`config.mk`:
```
export PLATFORM = sky130hd
export DESIGN_NAME = rng_stream
export DESIGN_NICKNAME = d
export VERILOG_FILES = /design/src/rtl/rng_stream.sv
export SDC_FILE = /design/constraint.sdc
export NUM_CORES = 1
export LEC_CHECK = 0
export CAP_MARGIN = 20
export CORE_UTILIZATION = 58
export CTS_CLUSTER_SIZE = 30
export DETAILED_ROUTE_END_ITERATION = 10
export MAX_ROUTING_LAYER = met4
export PLACE_DENSITY_LB_ADDON = 0.08
export SLEW_MARGIN = 20
export SYNTH_ARGS = -nofsm -noshare
export SYNTH_HDL_FRONTEND = slang
export SYNTH_SLANG_ARGS = --single-unit
```
`constraint.sdc`:
```
create_clock -name clk_in -period 9.55 [get_ports clk_in]
set_input_delay 0.955 -clock clk_in [delete_from_list [all_inputs] [get_ports clk_in]]
set_output_delay 0.955 -clock clk_in [all_outputs]
set_load 0.05 [all_outputs]
```
`src/rtl/rng_stream.sv`:
```
// rng_stream: xorshift32 random number source with a valid/ready output stream.
//
// A 32-bit xorshift state advances once per "step". Each step produces a
// candidate, which is the low WIDTH bits of the new state ANDed with a mask
// derived from bound_in. In bounded mode (bound_in != 0) a candidate is
// accepted only if it is below bound_in, which is rejection sampling. Accepted
// candidates are presented on a valid/ready stream. The number of rejected
// candidates is counted and saturates.
//
// Parameters:
//   WIDTH        - output word width, 1..32
//   SEED_DEFAULT - state after reset; also used when a zero seed is loaded
//                  (must be non-zero)
//
// Ports:
//   clk_in       - clock, rising edge
//   rst_in       - asynchronous active-high reset
//   en_in        - generator enable; when low, no steps are taken
//   seed_load_in - one-cycle pulse: load seed_in, drop any pending sample
//   seed_in      - seed value (0 selects SEED_DEFAULT)
//   bound_in     - range bound; 0 = raw WIDTH-bit output, else [0, bound_in-1]
//   ready_in     - consumer takes data_out this cycle
//   valid_out    - data_out holds a sample
//   data_out     - random sample
//   rejects_out  - saturating count of rejected candidates since reset/load
module rng_stream #(
  parameter int unsigned WIDTH        = 16,
  parameter logic [31:0] SEED_DEFAULT = 32'hACE1_2345
) (
  input  logic             clk_in,
  input  logic             rst_in,
  input  logic             en_in,
  input  logic             seed_load_in,
  input  logic [31:0]      seed_in,
  input  logic [WIDTH-1:0] bound_in,
  input  logic             ready_in,
  output logic             valid_out,
  output logic [WIDTH-1:0] data_out,
  output logic [15:0]      rejects_out
);

  typedef enum logic {
    FILL,
    HOLD
  } fsm_t;

  fsm_t             fsm;
  logic [31:0]      state;
  logic [31:0]      nxt;
  logic [31:0]      seed_eff;
  logic [WIDTH-1:0] mask;
  logic [WIDTH-1:0] cand;
  logic             accept;
  logic [15:0]      rejects_inc;

  // One xorshift32 step: shifts 13, 17, 5, applied in that order.
  function automatic logic [31:0] xs(input logic [31:0] x);
    logic [31:0] y;
    y = x;
    y = y ^ (y << 13);
    y = y ^ (y >> 17);
    y = y ^ (y << 5);
    return y;
  endfunction

  assign nxt = xs(state);

  // The smallest all-ones mask that covers bound_in-1 is built by smearing the
  // highest set bit of (bound_in-1) downwards. bound_in == 1 gives 0, so the
  // only candidate is 0. bound_in == 0 selects raw mode, which uses all ones.
  always_comb begin
    logic [WIDTH-1:0] m;
    m = bound_in - WIDTH'(1);
    for (int unsigned i = 1; i < WIDTH; i = i * 2) begin
      m = m | (m >> i);
    end
    mask = (bound_in == '0) ? '1 : m;
  end

  assign cand        = nxt[WIDTH-1:0] & mask;
  assign accept      = (bound_in == '0) || (cand < bound_in);
  assign seed_eff    = (seed_in == '0) ? SEED_DEFAULT : seed_in;
  assign rejects_inc = (rejects_out == '1) ? rejects_out : rejects_out + 16'd1;

  always_ff @(posedge clk_in or posedge rst_in) begin
    if (rst_in) begin
      fsm         <= FILL;
      state       <= SEED_DEFAULT;
      valid_out   <= 1'b0;
      data_out    <= '0;
      rejects_out <= '0;
    end else if (seed_load_in) begin
      // A load discards any held sample and takes no step in this cycle.
      fsm         <= FILL;
      state       <= seed_eff;
      valid_out   <= 1'b0;
      rejects_out <= '0;
    end else begin
      case (fsm)
        FILL: begin
          if (en_in) begin
            state <= nxt;
            if (accept) begin
              data_out  <= cand;
              valid_out <= 1'b1;
              fsm       <= HOLD;
            end else begin
              rejects_out <= rejects_inc;
            end
          end
        end
        HOLD: begin
          // With ready_in low, everything holds (backpressure). When the
          // sample is consumed and enable is high, the replacement is drawn
          // in the same cycle, so the stream can deliver one sample per clock.
          if (ready_in) begin
            if (en_in) begin
              state <= nxt;
              if (accept) begin
                data_out <= cand;
              end else begin
                rejects_out <= rejects_inc;
                valid_out   <= 1'b0;
                fsm         <= FILL;
              end
            end else begin
              valid_out <= 1'b0;
              fsm       <= FILL;
            end
          end
        end
        default: begin
          fsm       <= FILL;
          valid_out <= 1'b0;
        end
      endcase
    end
  end

endmodule
```
* Word level (Yosys, flattened, before mapping)
Index checks and enable logic that the tools add are counted.
** Word-level totals
- Input port bits :: 53
- Bits in registers :: 66
- Logic and storage cells :: 57
** Cells by class
- Bitwise gates (word level) :: 10
- Mux-type cells :: 28
- Reductions and logical operators :: 5
- Add/sub/neg operators :: 2
- Equality and inequality tests :: 6
- Magnitude comparators :: 1
** Operator list (count)
- $mux W16 :: 9
- $mux W32 :: 4
- $pmux W16 S2 :: 2
- $pmux W32 S2 :: 1
- $xor A32 B32 Y32 :: 2
- $logic_not A32 Y1 :: 1
- $xor A32 B15 Y32 :: 1
- $add A16 B1 Y16 const B :: 1
- $and A16 B16 Y16 :: 1
- $eq A16 B16 Y1 const B :: 1
- $logic_not A16 Y1 :: 1
- $lt A16 B16 Y1 :: 1
- $or A16 B12 Y16 :: 1
- $or A16 B14 Y16 :: 1
- $or A16 B15 Y16 :: 1
- $or A16 B8 Y16 :: 1
- $sub A16 B1 Y16 const B :: 1
- $mux W1 :: 10
- $ne A3 B3 Y1 const B :: 3
- $ne A4 B4 Y1 const B :: 1
- $pmux W1 S2 :: 2
- $reduce_and A4 Y1 :: 1
- $ne A2 B2 Y1 const B :: 1
- $not A1 Y1 :: 2
- other kinds (2) :: 2

* Longest topological paths before layout
- Depth after elaboration :: 14
- Gate-level depth with buffers :: 21
- Depth with buffers taken out :: 19

* Worst setup path before layout
Ideal clock, no wire load.
- Kind :: input to register
- Start :: in bound_in[1]
- End :: reg rejects_out[15]
- Data required time :: 9.472 ns
- Path slack :: 4.414 ns
- Library setup time :: 0.078 ns
- Path buffers :: 1
- Arrival time :: 5.058 ns
- Stages on the path :: 18
- Path through :: inv_1 > ha_1 > and2b_2 > nand2_4 > or4_4 > a211oi_2 > nand3_1 > nor3_1 > a21oi_1 > ha_1 > a211oi_1 > o211ai_1 > o21ai_0 > a2111o_1 > o21a_4 > buf_8 > or4_2 > a21oi_1
** On the way
- Longest elaborated chain between the ends :: 14
- Elaborated cells between the ends (all ways) :: 15
- Those cells by class :: add/sub (1); order compare (1); mux (6); bitwise (5); reduce/logical (2)
** RTL lines
- from (decl) :: RTL line 35 : input logic [WIDTH-1:0] bound_in,
- $sub A16 B1 Y16 :: RTL line 73 : m = bound_in - WIDTH'(1);
- $or A16 B15 Y16 :: RTL line 75 : m = m | (m >> i);
- $or A16 B14 Y16 :: RTL line 75
- $or A16 B12 Y16 :: RTL line 75
- $or A16 B8 Y16 :: RTL line 75
- $mux W16 (*) :: RTL line 77 : mask = (bound_in == '0) ? '1 : m;
- $and A16 B16 Y16 (*) :: RTL line 80 : assign cand = nxt[WIDTH-1:0] & mask;
- net cand[5] :: RTL line 52 : logic [WIDTH-1:0] cand;
- $lt A16 B16 Y1 (*) :: RTL line 81 : assign accept = (bound_in == '0) || (cand < bound_in);
- $logic_or A1 B1 Y1 (*) :: RTL line 81
- $mux W16 (*) (2 in a row)
- $mux W16
- $pmux W16 S2 (*)
- $mux W16 (*)
- to (signal assigned) :: RTL line 108 : rejects_out <= rejects_inc;
- to (signal assigned) :: RTL line 122 : rejects_out <= rejects_inc;
- to (decl) :: RTL line 39 : output logic [15:0] rejects_out
The timed path passes the listed nets; every way through them passes the cells marked *. The select of a mux whose other input is x is not followed.
A chain may end at the register's enable or synchronous reset.

* Worst setup path after layout
- Start :: in bound_in[0]
- End :: reg rejects_out[14]
Same word-level chain as after synthesis.

==> impl_metrics.csv <==
group,metric,value,unit
synthesis,synth_area,4860,um2
synthesis,ys_warn_count,0,
worst_setup_path,cpPeakStageDelay,0.63,ns
sta,worstMarginPinSlew,0.859,ns
clock_network,clk_pin_slew,0.08,ns
sta,hold_viol_final,0,
die,die_h,93.6,um
die,dieArea,8760,um2
clock_network,clk_path_buf_depth,2,
die,start_util,59.5,%
worst_setup_path,path_class,"in2reg",
power,powerDensity,439,nW/um2
worst_setup_path,worstSetupStartpointType,"input port",
finish,final_common_cell,"clkdlybuf4s50_1",
detailed_routing,vias,4213,
worst_setup_path,cp_max_fo,22,
finish,multi_input_area,3000,um2
detailed_routing,drc,0,
die,core_area,8180,um2
placement,place_area,5740,um2
synthesis,ys_types,65,
worst_setup_path,crit_buf_inv,2,
sta,finalSetupTns,0,ns
synthesis,ys_seq_elements,66,
global_routing,grt_pass1_vias,4207,
hold_path,worstHoldPathType,"reg2reg",
worst_setup_path,worstSetupEndpointType,"flip-flop",
global_routing,grt_max_degree,79,
clock_network,cts_tree,"yes",
finish,n_antenna_cell,0,
finish,drive_gt1_share,11.9,%
sta,finalSetupViolCount,0,
finish,nets,677,
global_routing,antenna_found_initial,0,
die,die_x,93.6,um
global_routing,grt_overflow_total,0,
clock_network,cts.sinks,66,
finish,n_fill_cell,639,
sta,slew_headroom,42.7,%
detailed_routing,viasPerCell,5.88,
clock_network,cts_setup_buffers,0,
finish,final_area,5970,um2
synthesis,synthArstFlopShare,100,%
synthesis,synth_flop_cell,"dfrtp_1",
synthesis,avgSynthCellArea,9.19,um2
placement,dpl.hpwl,9190,um
sta,grt_setup_unrepaired,"no",
finish,seqCellArea,1670,um2
clock_network,cts_hold_buf,0,
global_routing,grtUsageTotal,31.6,%
worst_setup_path,cp_cell_sequence,"clkdlybuf4s50_1 > inv_1 > ha_1 > and2b_2 > nand2_4 > or4_4 > a211oi_2 > nand3_1 > nor3_1 > a21oi_1 > ha_1 > a211oi_1 > o211ai_1 > o21ai_0 > a2111o_1 > o21a_4 > or4_2 > a21oi_1",
sta,fin_skew,0.00849,ns
run,maxCapViolations,0,
global_routing,grt_use_met2,50.8,%
detailed_routing,dr.pass1.iters,6,
sta,slew_violations,0,
clock_network,clk_latency,0.35,ns
finish,area_growth,22.8,%
global_routing,grt_util_met3,3.82,%
clock_network,cts_buffers,9,
die,fp-row-count,33,
power,report.power.total,2.62,mW
global_routing,grt.busiest_layer,"met2",
global_routing,use_met1,39.9,%
detailed_routing,wire_per_inst,17.6,um
synthesis,synth_edf_count,0,
power,cellLeakagePower,2.39,nW
worst_setup_path,path_delay_family,"simple AND/OR/NAND/NOR gates",
worst_setup_path,slowest_stage,"or4_2",
detailed_routing,ant_nets,0,
worst_setup_path,critPathArrivalTime,5.98,ns
sta,timing.final.ws_setup,3.84,ns
worst_setup_path,required,9.82,ns
finish,post-route-util,73.1,%
placement,port_buffers,85,
power,max-vdd-ir-drop,234,uV
synthesis,synth_nets,600,
detailed_routing,drtIter0Drc,265,
global_routing,grt_pass1_wl,20500,um
synthesis,postSynthCellCount,529,
clock_network,ctsResizeCount,0,
finish,layout_common_cells,"84 x clkdlybuf4s50_1, 66 x xnor2_1, 52 x dfrtp_1",
synthesis,ys_seq_area_share,34.3,%
sta,finalCriticalPeriod,5.71,ns
clock_network,htreeDepth,3,
die,ios,86,
sta,fmax,175,MHz
detailed_routing,wl,12600,um
placement,place_ws,3.55,ns
placement,place_congestion,0.966,
clock_network,cts_root_buf,"clkbuf_8",
status,status,"complete, no violations",
sta,period_share,59.8,%
synthesized netlist by cell type, types with 2 or more instances:
master / number / area, um2
nand4_1: 6 / 37.5
nor4_4: 2 / 42.5
nor3_1: 6 / 30.0
mux2i_1: 3 / 30.0
inv_1: 20 / 75.1
xnor2_1: 66 / 578
a21oi_1: 28 / 140
nand3_1: 14 / 70.1
nor4_1: 14 / 87.6
nor2b_1: 10 / 62.6
o31ai_1: 9 / 67.6
and2_1: 2 / 12.5
nor2_1: 42 / 158
mux2_2: 21 / 236
o21ai_0: 28 / 140
o22a_1: 14 / 123
or3_2: 2 / 15.0
o211ai_1: 4 / 30.0
or4_2: 5 / 43.8
a21boi_0: 2 / 15.0
dfrtp_1: 52 / 1300
a21o_1: 4 / 30.0
and3_1: 4 / 25.0
dfstp_2: 14 / 368
and4_1: 2 / 17.5
ha_1: 18 / 225
nand2_1: 50 / 188
clkbuf_1: 16 / 60.1
xor2_1: 35 / 307
final timing paths:
kind,start,to,slack (ns),depth (start not counted)
worst max-delay path,bound_in[0],rejects_out[14],3.84,18
worst min-delay path,data_out[1],data_out[1],0.48,2
worst max register to register,state[8],rejects_out[14],5.51,13
worst min register to register,data_out[1],data_out[1],0.48,2
max in group asynchronous,rst_in,data_out[5],7.82,3
min in group asynchronous,rst_in,data_out[13],1.17,3
per-stage QoR:
stage,hold slack (ns),cells
2_1_floorplan,0.466,529
3_3_place_gp,0.471,700
3_5_place_dp,0.472,700
4_1_cts,0.489,716
5_1_grt,0.513,716
6_report,0.482,716
area by class of cell:
| cell class | count | share of cell area (%) |
|---|---|---|
| multi-input combinational | 421 | 50.1 |
| sequential | 66 | 27.9 |
| timing repair buffer | 88 | 14.5 |
| clock buffer | 11 | 2.20 |
| tap | 105 | 2.20 |
| clock inverter | 5 | 1.72 |
| inverter | 20 | 1.26 |
worst register-to-register path, delay by kind of cell (launching register included):
kind,cells,cell delay [ns]
DFF,1,0.58
xor gates and xnor gates,3,0.85
AOI/OAI and AO/OA,8,1.69
adders and majority gates,1,0.21
and+or+nand+nor,1,0.63
state kept, by name (all words and copies together), names as in the netlist:
| name | count |
|---|---|
| state | 32 |
| fsm | 1 |
| data_out | 16 |
| rejects_out | 16 |
| valid_out | 1 |
report_power, final:
group	switching, mW	internal, mW
logic	1.05	0.756
registers	0.119	0.409
clock network	0.112	0.173
total	1.28	1.34
routing by layer:
layer | routed length [um] | vias up
met4 | 384 | 0
met3 | 641 | 32
li1 | - | 2029
met1 | 5370 | 2019
met5 | 0 | -
met2 | 6180 | 133
cell families after synthesis:
group,after synthesis,synth area share [%]
AND/OR/NAND/NOR,171,18.4
AO/OA/AOI/OAI,106,14.6
XOR/XNOR,101,18.2
flip-flops,66,34.3
buffers and inverters,42,4.09
multiplexers,25,5.71
adder cells (fa/ha/maj),18,4.63
Power figures use the tool's default switching activity.
